<file path="src/rtl/seg_scan_pkg.sv">
// Shared types and constants for the seven-segment scan controller.
package seg_scan_pkg;

    typedef enum logic [1:0] {
        IDLE  = 2'd0,
        BLANK = 2'd1,
        SHOW  = 2'd2
    } state_t;

    typedef logic [3:0] bcd_t;

    localparam int MAX_DIGITS = 8;
    localparam logic [MAX_DIGITS-1:0] AN_OFF = '1;

    // Counter width for a bound, never narrower than one bit.
    function automatic int width_of(input int bound);
        return (bound > 1) ? $clog2(bound) : 1;
    endfunction

endpackage

</file>
<file path="src/rtl/seg_scan_timer.sv">
// Reloadable down-counter used for the BLANK and SHOW dwell times.
module seg_scan_timer #(
    parameter int W = 4
) (
    input  logic         clk,
    input  logic         reset,
    input  logic         reload,
    input  logic [W-1:0] load_value,
    output logic         done
);

    logic [W-1:0] count;

    always_ff @(posedge clk or posedge reset) begin
        if (reset)
            count <= '0;
        else if (reload)
            count <= load_value;
        else if (count != '0)
            count <= count - 1'b1;
    end

    assign done = (count == '0);

endmodule

</file>
<file path="src/rtl/seg_scan_ctrl.sv">
// Multiplexed seven-segment scan controller with frame-synchronous display updates.
// Optional leading-zero blanking is enabled by defining SEG_SCAN_LZB_EN.
module seg_scan_ctrl #(
    parameter int NUM_DIGITS   = 4,
    parameter int REFRESH_DIV  = 1000,
    parameter int BLANK_CYCLES = 8
) (
    input  logic                    clk,
    input  logic                    reset,
    input  logic                    enable,
    input  logic                    load,
    input  logic [4*NUM_DIGITS-1:0] digits_in,
    output logic [3:0]              data_out,
    output logic [NUM_DIGITS-1:0]   an_n,
    output logic                    frame_tick,
    output logic                    load_pending
);
    import seg_scan_pkg::*;

    localparam int IDX_W     = width_of(NUM_DIGITS);
    localparam int DWELL_MAX = (BLANK_CYCLES > REFRESH_DIV) ? BLANK_CYCLES : REFRESH_DIV;
    localparam int CNT_W     = width_of(DWELL_MAX);
    localparam int DW        = 4 * NUM_DIGITS;

    localparam logic [CNT_W-1:0]      SHOW_LD    = CNT_W'(REFRESH_DIV - 1);
    localparam logic [CNT_W-1:0]      BLANK_LD   = CNT_W'((BLANK_CYCLES > 0) ? BLANK_CYCLES - 1 : 0);
    localparam logic [IDX_W-1:0]      LAST_IDX   = IDX_W'(NUM_DIGITS - 1);
    localparam logic [NUM_DIGITS-1:0] AN_ALL_OFF = AN_OFF[NUM_DIGITS-1:0];

    state_t                  state, state_n;
    logic [IDX_W-1:0]        idx, idx_n;
    logic [DW-1:0]           active, active_n, shadow, shadow_n;
    logic                    pending_n;
    logic                    reload, done, frame_end, commit;
    logic [CNT_W-1:0]        reload_val;
    logic [NUM_DIGITS-1:0]   an_n_n;
    bcd_t                    data_n;

    seg_scan_timer #(.W(CNT_W)) u_timer (
        .clk        (clk),
        .reset      (reset),
        .reload     (reload),
        .load_value (reload_val),
        .done       (done)
    );

    always_comb begin
        state_n    = state;
        idx_n      = idx;
        reload     = 1'b0;
        reload_val = SHOW_LD;
        frame_end  = 1'b0;
        case (state)
            IDLE: begin
                idx_n = '0;
                if (enable) begin
                    reload = 1'b1;
                    if (BLANK_CYCLES > 0) begin
                        state_n    = BLANK;
                        reload_val = BLANK_LD;
                    end else begin
                        state_n = SHOW;
                    end
                end
            end
            BLANK: begin
                if (!enable) begin
                    state_n = IDLE;
                    idx_n   = '0;
                end else if (done) begin
                    state_n = SHOW;
                    reload  = 1'b1;
                end
            end
            SHOW: begin
                if (!enable) begin
                    state_n = IDLE;
                    idx_n   = '0;
                end else if (done) begin
                    reload    = 1'b1;
                    frame_end = (idx == LAST_IDX);
                    idx_n     = frame_end ? '0 : idx + 1'b1;
                    if (BLANK_CYCLES > 0) begin
                        state_n    = BLANK;
                        reload_val = BLANK_LD;
                    end
                end
            end
            default: begin
                state_n = IDLE;
                idx_n   = '0;
            end
        endcase
    end

    // Loads while scanning are parked in shadow until a frame boundary or scan stop,
    // so a frame never mixes old and new digits; a coincident load wins over shadow.
    always_comb begin
        commit    = frame_end || (state != IDLE && state_n == IDLE);
        active_n  = active;
        shadow_n  = shadow;
        pending_n = load_pending;
        if (load && (state == IDLE || commit)) begin
            active_n  = digits_in;
            pending_n = 1'b0;
        end else if (load) begin
            shadow_n  = digits_in;
            pending_n = 1'b1;
        end else if (commit && load_pending) begin
            active_n  = shadow;
            pending_n = 1'b0;
        end
    end

    always_comb begin
        data_n = (state_n == IDLE) ? 4'h0 : active_n[4*idx_n +: 4];
        an_n_n = AN_ALL_OFF;
`ifdef SEG_SCAN_LZB_EN
        if (state_n == SHOW && (idx_n == '0 || (active_n >> (4*idx_n)) != '0))
            an_n_n[idx_n] = 1'b0;
`else
        if (state_n == SHOW)
            an_n_n[idx_n] = 1'b0;
`endif
    end

    always_ff @(posedge clk or posedge reset) begin
        if (reset) begin
            state        <= IDLE;
            idx          <= '0;
            active       <= '0;
            shadow       <= '0;
            load_pending <= 1'b0;
            data_out     <= 4'h0;
            an_n         <= AN_ALL_OFF;
            frame_tick   <= 1'b0;
        end else begin
            state        <= state_n;
            idx          <= idx_n;
            active       <= active_n;
            shadow       <= shadow_n;
            load_pending <= pending_n;
            data_out     <= data_n;
            an_n         <= an_n_n;
            frame_tick   <= frame_end;
        end
    end

endmodule

</file>
<file path="config.mk">
export PLATFORM = sky130hd
export DESIGN_NAME = seg_scan_ctrl
export DESIGN_NICKNAME = d
export VERILOG_FILES = /design/src/rtl/seg_scan_pkg.sv /design/src/rtl/seg_scan_timer.sv /design/src/rtl/seg_scan_ctrl.sv
export SDC_FILE = /design/constraint.sdc
export NUM_CORES = 1
export LEC_CHECK = 0
export BUFFER_PORTS_ARGS = -buffer_cell sky130_fd_sc_hd__clkbuf_2
export CAP_MARGIN = 20
export CORE_ASPECT_RATIO = 0.7
export CORE_MARGIN = 3
export CORE_UTILIZATION = 47
export CTS_CLUSTER_SIZE = 28
export DETAILED_ROUTE_END_ITERATION = 12
export GPL_ROUTABILITY_DRIVEN = 0
export PLACE_DENSITY = 0.7
export SLEW_MARGIN = 20
export SYNTH_ARGS = -nofsm -noshare
export SYNTH_HDL_FRONTEND = slang
export SYNTH_SLANG_ARGS = --single-unit
</file>
<file path="constraint.sdc">
create_clock -name clk -period 3.11 [get_ports clk]
set_input_delay 0.7775 -clock clk [delete_from_list [all_inputs] [get_ports clk]]
set_output_delay 0.7775 -clock clk [all_outputs]
set_load 0.05 [all_outputs]
</file>
==> impl_metrics.toml, run 1 <==
[sta]
period_share_pct = 98.94
worst_pin_slew_ns = 0.5275
period_needed_ns = 3.077
setup-tns-final_ns = 0
finalMaxSlewViolations = 0
setup_violations = 0
relSlewSlack_pct = 64.78
clock_skew_ns = 0.008167
hold_viol_final = 0
grt_setup_unrepaired = "true"
fmax_mhz = 325.0

[yosys]
synth_top_family_by_area = "simple AND/OR/NAND/NOR gates"
synth_edf_count = 0
syn_nets = 311
synth_top_area_share_pct = 45.96
synth_xor_area_share_pct = 2.165
synth_top_cell_by_area = "dfrtp_1"
synth_cells = 285
syn_area_um2 = 2831
synth_area_leaders = "dfrtp_1 46%, mux2_2 6.4%, nand2_1 6.4%, nor2_1 4.0%, dfstp_2 3.7%"
synth-simple-area-share_pct = 19.05
ys.flop_type = "dfrtp_1"
yosysWarningCount = 0
synth_compound_area_share_pct = 16.88
synth-seq-cells = 56
post_synth_num_cell_types = 48
synth_adder_area_share_pct = 2.651
async_reset_ff_share_pct = 100.0
synth-seq-area-share_pct = 49.67
muxShareOfSynthArea_pct = 6.363
syn_area_per_cell_um2 = 9.935

[detailed_routing]
drt-initial-drc-count = 179
ant_nets = 0
vias_per_cell = 5.621
drc = 0
wl_per_cell_um = 16.40
num_vias = 2361
routed_wl_mm = 6.887
firstDrtPassIters = 5

[layout]
fill_cells = 472
layout-drive-gt1-share_pct = 33.62
n_antenna_cell = 0
area_delta_synth_final_pct = 22.45
nets = 373
multiInputGateArea_um2 = 1396
seqCellArea_um2 = 1406
stdcell_count = 420

[floorplan]
die_x_um = 98.77
io_pins = 30
die_h_um = 70.94
initial_utilization_pct = 51.18
dieArea_um2 = 7007
core_area_um2 = 5533
placementRows = 22

[critical_path]
required_ns = 3.29
start_kind = "flop"
cp_slowest_cell = "or4_1"
critPathKind = "reg2reg"
end_kind = "flop"
crit_fanout = 6
cp_cell_sequence = "inv_2, ha_4, buf_6, nor4b_4, nand3_2, a221o_1, and2_4, o41ai_4, buf_6, buf_6, a31oi_2, or4_1"
cpPeakStageDelay_ns = 0.51
cpMostUsedCell = "buf_6"
critPathArrivalTime_ns = 3.26

[power]
p_per_area_nw_per_um2 = 788.2
ir_drop_uv = 306.6
leakagePower_nw = 1.523

[status]
status = "completed"

[cts]
cts_tree = "done"
htree_num_levels = 2
ctsHoldBuffers = 0
cts_buffers = 5
clock_sink_count = 56
path_clk_slew_ns = 0.10
clk_latency_ns = 0.31
cts.path.max_buffers = 2
clock_tree.root_cell = "clkbuf_8"

[global_routing]
antenna_found_initial = 0
track_usage_pct = 19.37
grt-ovfl-total = 0
grt_max_degree = 26
grt_pass1_vias = 2208
grt_pass1_wl_mm = 10.92

[placement]
portBuffers = 29
hpwl_mm = 4.923
dp_cells = 402

[worst_hold_path]
hold_class = "in2async"

[flow_run]
maxCapViolCount = 0
## kinds of logic (layout without fill, tap and decap cells)
kind of cell / count (synthesis) / count (layout)
xor+xnor: 7 / 7
buf+inv: 19 / 82
mux: 16 / 16
simple gates: 114 / 114
flops: 56 / 56
compound gates: 67 / 67
fa+ha+maj: 6 / 6
## placed cells by master (no fill, tap or decap), types with 10 or more instances in the layout
| cell type | count |
|---|---|
| buf_4 | 33 |
| a21oi_1 | 10 |
| nor2_1 | 29 |
| mux2_2 | 16 |
| clkbuf_2 | 29 |
| a31oi_1 | 15 |
| nand2_1 | 48 |
| dfrtp_1 | 52 |
| o21ai_0 | 12 |
## cells in the mapped netlist (3+ instances only)
cell type	instances
a2111o_1	3
a211oi_1	6
a21boi_1	6
a21oi_1	10
a31oi_1	16
buf_2	4
clkbuf_1	6
dfrtp_1	52
dfstp_2	4
ha_1	6
inv_1	6
mux2_2	16
nand2_1	48
nand3_1	7
nor2_1	30
nor3_1	5
nor4_1	3
o211ai_1	3
o21ai_0	13
xnor2_1	6
## through the flow
step	util [%]	worst slack (ns)	cell area (um^2)	power (mW)	hold WS (ns)
after floorplan	-	0.008299	2831	1.891	0.4793
after global placement	58.12	0.009651	3216	2.174	0.4871
after detailed placement	58.12	-0.03601	3216	2.214	0.4927
after CTS	59.79	0.01542	3308	2.612	0.4969
after global routing	62.66	-0.08320	3467	2.906	0.5195
final	62.66	0.03300	3467	2.733	0.4808
## critical path: cells and delay by family, from the launching register on
| family | cells | cell delay (ns) |
|---|---|---|
| buffers and inverters | 4 | 0.47 |
| flip-flops | 1 | 0.40 |
| adder cells (fa/ha/maj) | 1 | 0.13 |
| AO/OA/AOI/OAI | 3 | 0.84 |
| AND/OR/NAND/NOR | 4 | 1.11 |
## worst paths after layout
path | startpoint | to | slack [ns] | cells after the start
worst max register to register | u_timer.count[0] | data_out[3] | 0.03 | 12
max in group asynchronous | reset | active[13] | 2.01 | 3
worst max-delay path | u_timer.count[0] | data_out[3] | 0.03 | 12
worst min-delay path | reset | load_pending | 0.48 | 2
worst min register to register | shadow[8] | shadow[8] | 0.52 | 1
min in group clk | shadow[8] | shadow[8] | 0.52 | 1
## power by group
part / internal [mW] / leakage (nW) / switching [mW]
Combinational: 0.530 / 0.817 / 0.626
Sequential: 1.01 / 0.664 / 0.174
Clock: 0.162 / 0.0424 / 0.235
## per-layer routing
layer | vias up | track usage [%] | wire length [um]
met4 | 0 | 3.333 | 46
met2 | 72 | 28.13 | 2990
li1 | 1150 | - | -
met5 | - | 0 | 0
met1 | 1134 | 30.66 | 3470
met3 | 5 | 3.350 | 380
## state kept, by name, summed over array words and instances (netlist names)
register / count
shadow: 16
data_out: 4
state: 2
u_timer.count: 10
active: 16
load_pending: 1
an_n: 4
idx: 2
frame_tick: 1
## what timing repair did
item	CTS	global route
buffers inserted	0	7
endpoints found under the setup margin	4	5
resized for setup	3	23
gates cloned	0	3
pin swaps	0	8
## final cells by class
class | instances | share of cell area [%]
timing repair buffer | 68 | 13.46
multi-input combinational | 210 | 40.27
inverter | 6 | 0.6496
clock buffer | 7 | 2.201
sequential | 56 | 40.56
tap | 72 | 2.598
clock inverter | 1 | 0.2526
Note: power is estimated with default switching activity, not from simulation.
==> run 2, diff against run 1 <==
--- a/config.mk
+++ b/config.mk
@@ -14,6 +14,7 @@
 export DETAILED_ROUTE_END_ITERATION = 12
 export GPL_ROUTABILITY_DRIVEN = 0
 export PLACE_DENSITY = 0.7
+export RECOVER_POWER = 25
 export SLEW_MARGIN = 20
 export SYNTH_ARGS = -nofsm -noshare
 export SYNTH_HDL_FRONTEND = slang
==> run 2 against run 1 <==
Sequential cell count stayed put. Core utilization is 0.068 points lower. Non-clock buffer count stayed put. Largest cell class unchanged. Clock power hardly changed. Routed wire length is 0.17% lower. Largest power group unchanged. Die area stayed put. Clock-buffer cell count stayed put. Final cell count stayed put. Maximum frequency is 0.24% higher. Via count is 1.1% higher. Critical path depth stayed put. First-iteration DRC count is 23% lower.
==> impl_metrics.toml, run 2 (same netlist as run 1, synthesis figures left out) <==
[floorplan]
dieArea_um2 = 7007
initial_utilization_pct = 51.18
io_pins = 30
core_area_um2 = 5533
die_h_um = 70.94
die_x_um = 98.77
placementRows = 22

[placement]
portBuffers = 29
dp_cells = 402
hpwl_mm = 4.923
pre_cts_slack_ns = -0.03601

[global_routing]
antenna_found_initial = 0
grt_pass1_wl_mm = 10.92
grt-ovfl-total = 0
track_usage_pct = 19.37
grt_pass1_vias = 2208
grt_max_degree = 26

[sta]
relSlewSlack_pct = 37.11
fin_ws_ns = 0.04036
period_needed_ns = 3.070
hold_ws_ns = 0.5192
clock_skew_ns = 0.006577
grt_setup_unrepaired = "true"
period_share_pct = 98.70
setup_violations = 0
fmax_mhz = 325.8
hold_viol_final = 0
finalMaxSlewViolations = 0
worst_pin_slew_ns = 0.9423

[cts]
cts_tree = "done"
clock_tree.root_cell = "clkbuf_8"
cts.path.max_buffers = 2
clock_sink_count = 56
clk_latency_ns = 0.31
cts_buffers = 5
path_clk_slew_ns = 0.10
ctsHoldBuffers = 0
htree_num_levels = 2

[detailed_routing]
ant_nets = 0
routed_wl_mm = 6.875
drc = 0
num_vias = 2388
drt-initial-drc-count = 137
wl_per_cell_um = 16.37
vias_per_cell = 5.686
firstDrtPassIters = 5

[worst_hold_path]
hold_start = "shadow[8]"
hold_end = "shadow[8]"
worstHoldPathCells = 1
hold_class = "reg2reg"

[status]
status = "completed"

[layout]
top_regs = "active: 16 flops, shadow: 16 flops, u_timer.count: 10 flops"
final_common_cell = "dfrtp_1"
final_util_pct = 62.60
n_antenna_cell = 0
stdcell_count = 420
final_cell_mix = "52 x dfrtp_1, 48 x nand2_1, 32 x buf_4"
area_delta_synth_final_pct = 22.32
layout-drive-gt1-share_pct = 33.05
fill_cells = 474
nets = 373

[critical_path]
rr_startpoint = "u_timer.count[0]"
crit_fanout = 6
critPathArrivalTime_ns = 3.25
ff2ff_path_depth = 12
r2r_slack_ns = 0.04
start_kind = "flop"
regToRegEndpoint = "data_out[3]"
critPathKind = "reg2reg"
end_kind = "flop"
required_ns = 3.29

[power]
leakagePower_nw = 1.520
p_per_area_nw_per_um2 = 788.5
sequentialPowerShare_pct = 43.2
p_sw_mw = 1.034
ir_drop_uv = 305.3
power_frac_clock_pct = 14.5
power_frac_comb_pct = 42.3
p_total_mw = 2.731
swShare_pct = 37.86
internal_power_mw = 1.697

[flow_run]
maxCapViolCount = 0
-- run 2: worst max-delay path by stage --
stage	from	endpoint	slack (ns)	cells after the start
finish	u_timer.count[0]	data_out[3]	0.04	12
global route	u_timer.count[0]	data_out[3]	-0.08	12
CTS	u_timer.count[0]	data_out[0]	0.02	12
detailed placement	u_timer.count[0]	data_out[0]	-0.04	12
global placement	u_timer.count[0]	data_out[0]	0.01	12
floorplan	u_timer.count[0]	data_out[3]	0.008	11
-- run 2: area by class of cell --
class	count	area, um^2	share of cell area [%]
Sequential cell	56	1406	40.61
Timing Repair Buffer	68	462.9	13.37
Clock inverter	1	8.758	0.2529
Clock buffer	7	76.32	2.204
Inverter	6	22.52	0.6503
Tap cell	72	90.09	2.601
Multi-Input combinational cell	210	1396	40.32
-- run 2: critical path: stages (launching register included) --
cell and delay, ns:
dfrtp_1 0.40, inv_2 0.08, ha_4 0.13, buf_6 0.09
nor4b_4 0.26, nand3_2 0.16, a221o_1 0.39, and2_4 0.18
o41ai_4 0.38, buf_6 0.19, buf_6 0.11, a31oi_2 0.06
or4_1 0.51
-- run 2: what timing repair did --
action	4_1_cts	5_1_grt
pin swaps	0	8
setup buffers	0	7
cloned	0	3
gates resized for setup	3	23
endpoints found under the setup margin	4	5
-- run 2: power by group through the flow --
stage	clock network, mW	logic, mW	registers (mW)
2_1_floorplan	0	0.667	1.22
3_3_place_gp	0	1.01	1.17
3_5_place_dp	0	1.04	1.18
4_1_cts	0.403	1.04	1.17
5_1_grt	0.430	1.26	1.21
6_report	0.396	1.16	1.18
-- run 2: metal layers --
layer  vias to the layer above  wire (um)  global-route usage (%)
met5                         -          0                       0
met4                         0         46                   3.333
met3                         5        364                   3.350
met2                        81       2944                   28.13
met1                      1152       3520                   30.66
li1                       1150          -                       -
-- run 2: stage by stage --
step / setup TNS [ns] / cell area [um^2]
after floorplan: 0 / 2831
after global placement: 0 / 3216
after detailed placement: -0.06900 / 3216
after CTS: 0 / 3308
after global routing: -0.2204 / 3463
final: 0 / 3463
==> run 3, diff against run 2 <==
==> constraint.sdc (replaced) <==
create_clock -name clk -period 3.11 [get_ports clk]
set_input_delay 0.4665 -clock clk [delete_from_list [all_inputs] [get_ports clk]]
set_output_delay 0.4665 -clock clk [all_outputs]
set_load 0.05 [all_outputs]
==> run 3 against run 2 <==
The flow now finishes with violations (capacitance limit, slew limit, setup timing). Sequential share of layout area is 1.8 points lower. Design area is 4.7% higher. Maximum frequency is 2.6% lower. Via count is 1.7% higher. Worst hold slack worse by 0.19 ns. Sequential power hardly changed. Die area stayed put. Routed wire length is 0.84% higher. Register-to-register slack worse by 0.08 ns. Critical endpoint unchanged. Largest power group is now combinational cells.
==> impl_metrics.toml, run 3 (same netlist as run 1, synthesis figures left out) <==
[detailed_routing]
num_vias = 2428
ant_nets = 0
drc = 0
wl_per_cell_um = 16.31
vias_per_cell = 5.713
drt-initial-drc-count = 215
firstDrtPassIters = 4
routed_wl_mm = 6.933

[power]
ir_drop_uv = 432.7
p_per_area_nw_per_um2 = 788.4
p_total_mw = 2.859
leakagePower_nw = 1.587

[critical_path]
start_kind = "flop"
endpoint = "data_out[3]"
crit_family = "simple AND/OR/NAND/NOR gates"
required_ns = 3.30
path_buf_inv = 4
cp_num_cells = 12
regToRegEndpoint = "data_out[3]"
rr_startpoint = "u_timer.count[0]"
crit_fanout = 5
cpPeakStageDelay_ns = 0.53
cp_slowest_cell = "or4_1"
end_kind = "flop"
crit_path_start = "u_timer.count[0]"
cpMostUsedCell = "buf_12"
ff2ff_path_depth = 12
cp_cell_sequence = "inv_2, ha_4, or4b_4, nor3_4, a311oi_2, and2_4, o41ai_4, clkbuf_16, buf_12, buf_12, a31oi_4, or4_1"
critPathArrivalTime_ns = 3.34
critPathKind = "reg2reg"
r2r_slack_ns = -0.04

[status]
violations = "capacitance limit, slew limit, setup timing"
status = "complete, but fails checks"

[cts]
cts_tree = "done"
cts_buffers = 5
cts.path.max_buffers = 2
clock_tree.root_cell = "clkbuf_8"
path_clk_slew_ns = 0.11
clk_latency_ns = 0.32
ctsHoldBuffers = 0
htree_num_levels = 2
clock_sink_count = 56

[worst_hold_path]
hold_class = "in2async"

[layout]
final_cell_mix = "52 x dfrtp_1, 48 x nand2_1, 36 x buf_4"
fill_cells = 433
final_common_cell = "dfrtp_1"
final_util_pct = 65.54
area_delta_synth_final_pct = 28.06
n_antenna_cell = 0
nets = 378
layout-drive-gt1-share_pct = 37.11
stdcell_count = 425
top_regs = "active: 16 flops, shadow: 16 flops, u_timer.count: 10 flops"

[sta]
hold_viol_final = 0
setup_violations = 2
relSlewSlack_pct = -14.69
period_share_pct = 101.3
worst_pin_slew_ns = 1.720
fin_ws_ns = -0.03998
grt_setup_unrepaired = "true"
period_needed_ns = 3.150
finalMaxSlewViolations = 34
clock_skew_ns = 0.01404
fmax_mhz = 317.5

[floorplan]
die_h_um = 70.94
dieArea_um2 = 7007
placementRows = 22
io_pins = 30
initial_utilization_pct = 51.18
die_x_um = 98.77
core_area_um2 = 5533

[global_routing]
grt_pass1_vias = 2142
track_usage_pct = 18.90
grt_use_met1_pct = 30.45
grt.busiest_layer = "met1"
grt-ovfl-total = 0
use_met3_pct = 4.631
use_met2_pct = 25.60
grt_pass1_wl_mm = 10.58
grt_max_degree = 34
antenna_found_initial = 0

[placement]
dp_cells = 401
hpwl_mm = 4.672
portBuffers = 29

[flow_run]
maxCapViolCount = 1
[run 3: worst min-delay path by stage]
| stage | end | slack, ns | cells after the start |
|---|---|---|---|
| after floorplan | shadow[10] | 0.48 | 1 |
| after global placement | shadow[7] | 0.49 | 1 |
| final | load_pending | 0.33 | 2 |
| after global routing | shadow[5] | 0.39 | 2 |
| after detailed placement | shadow[13] | 0.49 | 1 |
| after CTS | frame_tick | 0.18 | 2 |
[run 3: timing repair]
action,CTS,global route
setup buffers,0,15
cloned,0,1
gates resized for setup,2,37
setup endpoints to repair,4,6
pin swaps,0,8
[run 3: per-stage QoR]
step	setup WS (ns)	area [um^2]	setup TNS [ns]	hold slack (ns)
5_1_grt	-0.1470	3626	-0.5312	0.3871
6_report	-0.03998	3626	-0.05158	0.3329
2_1_floorplan	0.008299	2831	0	0.4793
4_1_cts	0.01136	3314	0	0.1763
3_3_place_gp	0.01154	3221	0	0.4876
3_5_place_dp	-0.07899	3221	-0.1991	0.4938
[run 3: where the power goes]
group          total, mW  leakage, nW  internal, mW  switching (mW)
Clock              0.406       0.0485         0.162           0.244
Combinational       1.28        0.875         0.606           0.670
Sequential          1.18        0.664          1.01           0.172
[run 3: final cells by class]
cell class | count | area, um^2 | share of cell area, %
clock buffers | 5 | 68.82 | 1.898
clock inverters | 3 | 22.52 | 0.6211
inverters | 6 | 22.52 | 0.6211
multi-input cells | 210 | 1473 | 40.61
flip-flops and latches | 56 | 1406 | 38.79
well taps | 72 | 90.09 | 2.484
repair buffers | 73 | 543.0 | 14.98
[run 3: metal layers]
layer	vias up	wire, um
met2	102	2953
met1	1156	3384
met3	5	554
met4	0	40
met5	-	0
li1	1165	-
[run 3: worst reg2reg max path, delay by kind of cell, from the launching register on]
| family | cells | cell delay, ns |
|---|---|---|
| AO/OA/AOI/OAI | 3 | 0.58 |
| adder cells (fa/ha/maj) | 1 | 0.13 |
| buffers and inverters | 4 | 0.50 |
| flip-flops | 1 | 0.40 |
| AND/OR/NAND/NOR | 4 | 1.43 |
